`config.mk`:
```
export PLATFORM = sky130hd
export DESIGN_NAME = uart_tx_slave
export DESIGN_NICKNAME = d
export VERILOG_FILES = /design/src/rtl/uart_tx_slave.sv
export SDC_FILE = /design/constraint.sdc
export NUM_CORES = 1
export LEC_CHECK = 0
export CELL_PAD_IN_SITES_DETAIL_PLACEMENT = 1
export CELL_PAD_IN_SITES_GLOBAL_PLACEMENT = 2
export CORE_ASPECT_RATIO = 1.75
export CORE_MARGIN = 5
export CORE_UTILIZATION = 37
export DETAILED_ROUTE_END_ITERATION = 8
export PLACE_DENSITY_LB_ADDON = 0.1
export SKIP_LAST_GASP = 1
export SLEW_MARGIN = 0
export SYNTH_ARGS = -nofsm -noshare
export SYNTH_HDL_FRONTEND = slang
export SYNTH_SLANG_ARGS = --single-unit
export TNS_END_PERCENT = 50
```
`constraint.sdc`:
```
create_clock -name clk -period 3.45 [get_ports clk]
set_clock_uncertainty 0.15 [all_clocks]
set_input_delay 0.345 -clock clk [delete_from_list [all_inputs] [get_ports clk]]
set_output_delay 0.345 -clock clk [all_outputs]
set_load 0.01 [all_outputs]
```
`src/rtl/uart_tx_slave.sv`:
```
// uart_tx_slave: memory-mapped 8N1 UART transmitter behind the SoC valid/ready
// interconnect. Byte writes to TXDATA fill a small FIFO that a bit-serial
// engine drains LSB first. STATUS and DIVISOR are readable. A push into a full
// FIFO holds the bus response until the transmitter frees an entry.
module uart_tx_slave #(
   parameter int          fifo_depth_log2 = 3,
   parameter logic [15:0] div_reset       = 16'd434
) (
   input  logic        clk,
   input  logic        rst,
   input  logic        uart_valid,
   input  logic        uart_instr,
   input  logic [31:0] uart_addr,
   input  logic [31:0] uart_wdata,
   input  logic [3:0]  uart_wstrb,
   output logic [31:0] uart_rdata,
   output logic        uart_ready,
   output logic        uart_tx
);

   localparam int depth = 2 ** fifo_depth_log2;
   localparam logic [fifo_depth_log2:0] full_count = {1'b1, {fifo_depth_log2{1'b0}}};

   localparam logic [1:0] REG_TXDATA  = 2'd0;
   localparam logic [1:0] REG_STATUS  = 2'd1;
   localparam logic [1:0] REG_DIVISOR = 2'd2;

   typedef enum logic [1:0] {BUS_IDLE, BUS_RESP, BUS_STALL} bus_state_t;
   typedef enum logic [1:0] {TX_IDLE, TX_START, TX_DATA, TX_STOP} tx_state_t;

   // FIFO
   logic [7:0]                 fifo_mem [depth];
   logic [fifo_depth_log2-1:0] wr_ptr, rd_ptr;
   logic [fifo_depth_log2:0]   fifo_count;
   logic                       fifo_full, fifo_empty;
   logic                       push, pop;
   logic [7:0]                 push_data;

   // Bus side
   bus_state_t  bus_state, bus_state_d;
   logic [31:0] rd_mux, rdata_q;
   logic [7:0]  held_byte;
   logic [15:0] div_q;
   logic [1:0]  div_we;
   logic        capture, hold_we;
   logic        is_write, is_push;
   logic [1:0]  reg_sel;

   // Transmitter
   tx_state_t   tx_state, tx_state_d;
   logic [15:0] bit_cnt, bit_cnt_d;
   logic [15:0] bit_div, bit_div_d;
   logic [2:0]  bit_idx, bit_idx_d;
   logic [7:0]  shift_q, shift_d;
   logic        tx_q, tx_d;
   logic        tx_busy;

   // Only the register-select bits of the offset and the low two data lanes matter.
   logic unused_ok;
   assign unused_ok = &{1'b0, uart_addr[31:4], uart_addr[1:0], uart_wdata[31:16]};

   assign fifo_full  = (fifo_count == full_count);
   assign fifo_empty = (fifo_count == '0);
   assign tx_busy    = (tx_state != TX_IDLE);

   assign reg_sel  = uart_addr[3:2];
   assign is_write = (uart_wstrb != 4'd0) && !uart_instr;
   assign is_push  = is_write && (reg_sel == REG_TXDATA) && uart_wstrb[0];

   // FIFO storage, written only on push.
   // NOTE: the storage array has no reset; pointers and count decide which entries are live.
   always_ff @(posedge clk) begin
      if (push) fifo_mem[wr_ptr] <= push_data;
   end

   // FIFO pointers and occupancy; pointers wrap naturally at the power-of-two depth.
   // NOTE: all clocked state uses non-blocking assignments so every register samples pre-edge values.
   always_ff @(posedge clk or negedge rst) begin
      if (!rst) begin
         wr_ptr     <= '0;
         rd_ptr     <= '0;
         fifo_count <= '0;
      end else begin
         if (push) wr_ptr <= wr_ptr + 1'b1;
         if (pop)  rd_ptr <= rd_ptr + 1'b1;
         case ({push, pop})
            2'b10:   fifo_count <= fifo_count + 1'b1;
            2'b01:   fifo_count <= fifo_count - 1'b1;
            default: ;
         endcase
      end
   end

   // Register read mux; reflects state before the current access.
   // NOTE: every combinational output gets a default first so no path can infer a latch.
   always_comb begin
      rd_mux = '0;
      case (reg_sel)
         REG_STATUS: begin
            rd_mux[0]                        = fifo_full;
            rd_mux[1]                        = fifo_empty;
            rd_mux[2]                        = tx_busy;
            rd_mux[8 +: fifo_depth_log2 + 1] = fifo_count;
         end
         REG_DIVISOR: rd_mux[15:0] = div_q;
         default: ;
      endcase
   end

   // Bus FSM next state: accept in IDLE, hold a full-FIFO push in STALL, answer in RESP.
   always_comb begin
      bus_state_d = bus_state;
      push        = 1'b0;
      push_data   = uart_wdata[7:0];
      div_we      = 2'b00;
      capture     = 1'b0;
      hold_we     = 1'b0;
      case (bus_state)
         BUS_IDLE: begin
            if (uart_valid) begin
               capture = 1'b1;
               if (is_push && fifo_full) begin
                  hold_we     = 1'b1;
                  bus_state_d = BUS_STALL;
               end else begin
                  push        = is_push;
                  bus_state_d = BUS_RESP;
                  if (is_write && (reg_sel == REG_DIVISOR)) div_we = uart_wstrb[1:0];
               end
            end
         end
         BUS_RESP: bus_state_d = BUS_IDLE;
         BUS_STALL: begin
            // A pop has freed an entry by the time full drops; push the held byte now.
            if (!fifo_full) begin
               push        = 1'b1;
               push_data   = held_byte;
               bus_state_d = BUS_RESP;
            end
         end
         default: bus_state_d = BUS_IDLE;
      endcase
   end

   // Bus-side registers: FSM state, captured read data, held byte, divisor lanes.
   always_ff @(posedge clk or negedge rst) begin
      if (!rst) begin
         bus_state <= BUS_IDLE;
         rdata_q   <= '0;
         held_byte <= '0;
         div_q     <= div_reset;
      end else begin
         bus_state <= bus_state_d;
         if (capture)   rdata_q     <= rd_mux;
         if (hold_we)   held_byte   <= uart_wdata[7:0];
         if (div_we[0]) div_q[7:0]  <= uart_wdata[7:0];
         if (div_we[1]) div_q[15:8] <= uart_wdata[15:8];
      end
   end

   assign uart_ready = (bus_state == BUS_RESP);
   assign uart_rdata = uart_ready ? rdata_q : 32'd0;

   // Transmitter next state: each of start, 8 data and stop bits lasts bit_div cycles.
   always_comb begin
      tx_state_d = tx_state;
      bit_cnt_d  = bit_cnt;
      bit_div_d  = bit_div;
      bit_idx_d  = bit_idx;
      shift_d    = shift_q;
      pop        = 1'b0;
      case (tx_state)
         TX_IDLE: begin
            if (!fifo_empty) begin
               pop        = 1'b1;
               shift_d    = fifo_mem[rd_ptr];
               // The divisor is frozen per frame; zero would mean no bit time, so treat it as one.
               bit_div_d  = (div_q == 16'd0) ? 16'd1 : div_q;
               bit_cnt_d  = bit_div_d - 16'd1;
               tx_state_d = TX_START;
            end
         end
         default: begin
            if (bit_cnt != 16'd0) begin
               bit_cnt_d = bit_cnt - 16'd1;
            end else begin
               bit_cnt_d = bit_div - 16'd1;
               case (tx_state)
                  TX_START: begin
                     tx_state_d = TX_DATA;
                     bit_idx_d  = 3'd0;
                  end
                  TX_DATA: begin
                     if (bit_idx == 3'd7) begin
                        tx_state_d = TX_STOP;
                     end else begin
                        shift_d   = {1'b0, shift_q[7:1]};
                        bit_idx_d = bit_idx + 3'd1;
                     end
                  end
                  default: tx_state_d = TX_IDLE;
               endcase
            end
         end
      endcase
      // Line level follows the state being entered so the output flop lines up with it.
      case (tx_state_d)
         TX_START: tx_d = 1'b0;
         TX_DATA:  tx_d = shift_d[0];
         default:  tx_d = 1'b1;
      endcase
   end

   // Transmitter registers; reset aborts any frame and returns the line to idle-high.
   always_ff @(posedge clk or negedge rst) begin
      if (!rst) begin
         tx_state <= TX_IDLE;
         bit_cnt  <= '0;
         bit_div  <= 16'd1;
         bit_idx  <= '0;
         shift_q  <= '0;
         tx_q     <= 1'b1;
      end else begin
         tx_state <= tx_state_d;
         bit_cnt  <= bit_cnt_d;
         bit_div  <= bit_div_d;
         bit_idx  <= bit_idx_d;
         shift_q  <= shift_d;
         tx_q     <= tx_d;
      end
   end

   assign uart_tx = tx_q;

endmodule

```
==> results.sh <==
export IMPL_route_detailed_drc=0
export IMPL_cts_hold_buffers_added=1
export IMPL_grt_start_max_net_pins=53
export IMPL_critical_path_max_stage_delay_ns=0.38
export IMPL_worst_hold_path_type="flop to flop"
export IMPL_drt_pass1_iter_count=4
export IMPL_synth_flop_cell="sky130_fd_sc_hd__dfrtp_1"
export IMPL_net_count_reported_at_finish=804
export IMPL_io_buffers=41
export IMPL_pre_cts_slack_ns=0.310
export IMPL_reg2reg_depth=10
export IMPL_timing_critical_path_slowest_stage_cell="sky130_fd_sc_hd__dfrtp_1"
export IMPL_syn_avg_cell_area_sq_um=12.2
export IMPL_core_area_sq_mm=0.0213
export IMPL_grt_setup_unrepaired="false"
export IMPL_cts_setup_buffers=0
export IMPL_startpoint_of_the_worst_setup_timing_path="tx_state[0]"
export IMPL_tritoncts="built"
export IMPL_clk_tree_root_cell="sky130_fd_sc_hd__clkbuf_16"
export IMPL_ir_worst_vdd_uv=393
export IMPL_synth_async_reset_ratio_pct=60.5
export IMPL_clockBufferDepth=2
export IMPL_setup_worst_path_start_class="flop"
export IMPL_initial_core_utilization_pct=37.3
export IMPL_vias_per_cell=5.35
export IMPL_layout_common_cells="sky130_fd_sc_hd__nand2_1, sky130_fd_sc_hd__dfrtp_1, sky130_fd_sc_hd__edfxtp_1, sky130_fd_sc_hd__clkdlybuf4s50_1, sky130_fd_sc_hd__buf_4"
export IMPL_post_route_cell_area_sq_mm=0.00930
export IMPL_h_tree_depth=4
export IMPL_max_cap_violations=0
export IMPL_finalHoldViolCount=0
export IMPL_grt_overflow_total=0
export IMPL_multi_input_comb_area_sq_mm=0.00329
export IMPL_total_area_of_sequential_cells_sq_mm=0.00438
export IMPL_final_setup_worst_slack_ns=0.336
export IMPL_drive_above_1_share_pct=20.8
export IMPL_worst_setup_slack_for_register_to_register_paths_ns=0.34
export IMPL_post_route_min_period_ns=3.11
export IMPL_clock_fmax_mhz=321
export IMPL_final_routed_wirelength_across_all_metal_layers_mm=21.3
export IMPL_cp_common_cell="sky130_fd_sc_hd__ha_1"
export IMPL_placedInstanceArea_sq_mm=0.00871
export IMPL_cells_along_the_critical_path="inv_1 -> ha_1 -> buf_4 -> a22o_1 -> ha_1 -> and3_1 -> o211a_1 -> nand3b_1 -> o311ai_1 -> a31oi_1"
export IMPL_run_status="completed"
export IMPL_path_clk_slew_ns=0.07
export IMPL_max_slew_margin_pct=46.1
export IMPL_filler_cell_count=2277
export IMPL_yosysSeqAreaShare_pct=55.2
export IMPL_wire_length_of_the_first_global_routing_pass_mm=34.0
export IMPL_detailed_place_hpwl_mm=15.8
export IMPL_synth_yosys_warnings=0
export IMPL_gp_congestion=0.767
export IMPL_numCtsBuffers=17
export IMPL_rows=71
export IMPL_via_count_of_the_first_global_routing_pass=5914
export IMPL_finalMaxSlewViolations=0
export IMPL_endpoint_kind="flop"
export IMPL_grt_antenna_before_repair=0
export IMPL_yosys_cell_types_count=78
export IMPL_synth_cell_area_sq_mm=0.00795
export IMPL_worst_hold_path_ep="rdata_q[4]"
export IMPL_worst_r2r_startpoint="tx_state[0]"
export IMPL_chipWidth_microns=121
export IMPL_finalCritPeriodShare_pct=90.3
export IMPL_most_common_cell_after_layout_fill_and_taps_aside="sky130_fd_sc_hd__nand2_1"
export IMPL_whs_path_depth=2
export IMPL_timing_worst_slew_pin_value_ns=0.806
export IMPL_clk_latency_ns=0.44
export IMPL_gr_usage_all_layers_pct=18.4
export IMPL_dieArea_sq_mm=0.0246
export IMPL_ant_nets=0
export IMPL_critical_path_max_fanout=22
export IMPL_setup_viol=0
export IMPL_die_height_microns=204
export IMPL_worstPathRequired_ns=3.59
export IMPL_hold_path_startpoint="rdata_q[4]"
export IMPL_cts_resized_gates=0
export IMPL_power_leakage_nw=3.82
export IMPL_drt_iter0_drc=239
export IMPL_synthToLayoutAreaGrowth_pct=17.0
export IMPL_numClockSinks=162
export IMPL_postSynthCellCount=652
export IMPL_r2r_end="bit_cnt[10]"
export IMPL_fin_setup_tns_ns=0
export IMPL_timing_critical_path_arrival_ns=3.25
export IMPL_ys_seq_elements=162
export IMPL_route_detailed_wl_per_inst_microns=21.6
export IMPL_antennaDiodeCount=0
export IMPL_timing_setup_critical_path_class="flop to flop"
export IMPL_routed_via_count=5276
export IMPL_io_pins=106
export IMPL_power_density_mw_per_mm2=708
export IMPL_synth_enable_flop_cells=64
-- per-stage QoR --
stage | utilization, % | std cells | total power [W] | hold slack [ns]
after global routing | 43.6 | 986 | 0.00700 | 0.332
after global placement | 40.9 | 953 | 0.00470 | 0.293
after floorplan | - | 667 | 0.00411 | -0.101
final | 43.6 | 986 | 0.00659 | 0.320
after CTS | 43.6 | 986 | 0.00668 | 0.324
after detailed placement | 40.9 | 953 | 0.00478 | 0.299
-- worst max-delay path, delay by kind of cell, from the launching register on --
kind                       cells  cell delay [ns]
AOI/OAI and AO/OA              4             0.93
buffers and inverters          2             0.47
DFF                            1             0.38
and+or+nand+nor                2             0.41
adders and majority gates      2             0.62
-- how the worst max path moves through the flow --
stage / end / slack [ns] / depth (start not counted)
2_1_floorplan: bit_cnt[10] / 0.40 / 14
3_3_place_gp: bit_cnt[10] / 0.35 / 10
3_5_place_dp: bit_cnt[10] / 0.31 / 10
4_1_cts: bit_cnt[10] / 0.29 / 10
5_1_grt: bit_cnt[10] / 0.14 / 10
6_report: bit_cnt[10] / 0.34 / 10
-- cells by family after synthesis --
logic type | Yosys count | share of synthesized area, %
other cells | 1 | 0.0472
fa+ha+maj | 14 | 2.20
flops | 162 | 55.2
xor+xnor | 14 | 1.54
mux | 75 | 12.6
simple gates | 231 | 14.9
buf+inv | 57 | 4.19
compound gates | 98 | 9.28
-- state kept, by name (all words and copies together), names as in the netlist, 3 cells and up --
signal / cells
fifo_mem: 64
bit_cnt: 16
bit_div: 16
div_q: 16
rdata_q: 16
held_byte: 8
shift_q: 8
fifo_count: 4
bit_idx: 3
rd_ptr: 3
wr_ptr: 3
-- cells in the mapped netlist (4+ instances only) --
cell type,instances,share of area (%)
sky130_fd_sc_hd__mux2_1,11,1.6
sky130_fd_sc_hd__mux2i_1,16,2.0
sky130_fd_sc_hd__nand3_1,17,1.1
sky130_fd_sc_hd__nand2_1,97,4.6
sky130_fd_sc_hd__edfxtp_1,64,24
sky130_fd_sc_hd__o21ai_0,14,0.88
sky130_fd_sc_hd__a221o_1,7,0.88
sky130_fd_sc_hd__and4_1,4,0.44
sky130_fd_sc_hd__xnor2_1,9,0.99
sky130_fd_sc_hd__o21ai_1,7,0.44
sky130_fd_sc_hd__a22o_1,9,0.99
sky130_fd_sc_hd__mux4_2,16,4.5
sky130_fd_sc_hd__xor2_1,5,0.55
sky130_fd_sc_hd__inv_1,9,0.43
sky130_fd_sc_hd__dfstp_2,7,2.3
sky130_fd_sc_hd__a21oi_1,9,0.57
sky130_fd_sc_hd__a22oi_1,7,0.66
sky130_fd_sc_hd__nor2_1,37,1.7
sky130_fd_sc_hd__buf_4,19,1.8
sky130_fd_sc_hd__nor4_1,5,0.39
sky130_fd_sc_hd__ha_1,14,2.2
sky130_fd_sc_hd__o31ai_1,4,0.38
sky130_fd_sc_hd__dfrtp_1,91,29
sky130_fd_sc_hd__nand2b_1,8,0.63
sky130_fd_sc_hd__mux2_2,32,4.5
sky130_fd_sc_hd__a31oi_1,10,0.79
sky130_fd_sc_hd__nor3_1,14,0.88
sky130_fd_sc_hd__and2_1,20,1.6
sky130_fd_sc_hd__clkbuf_1,11,0.52
sky130_fd_sc_hd__buf_2,11,0.69
-- area by class of cell --
type                            count  area share, %
Inverter                           10          0.431
Multi-Input combinational cell    448           35.3
Tap cell                          255           3.43
Clock inverter                     14           1.56
Timing Repair Buffer               79           7.48
Clock buffer                       18           4.62
Sequential cell                   162           47.1
-- routing by layer --
metal	up-vias	track usage (%)	wire length, microns
li1	2483	-	-
met1	2709	20.2	8240
met2	60	34.9	12200
met3	24	3.57	459
met4	0	6.44	460
met5	-	0	0
-- where the power goes --
group          switching, W  internal (W)  total [W]  leakage [nW]
clock network      0.000858       0.00102    0.00188         0.285
logic              0.000975      0.000894    0.00187          1.71
registers          0.000453       0.00239    0.00284          1.82
No activity file was read; power rests on OpenSTA's default activity.
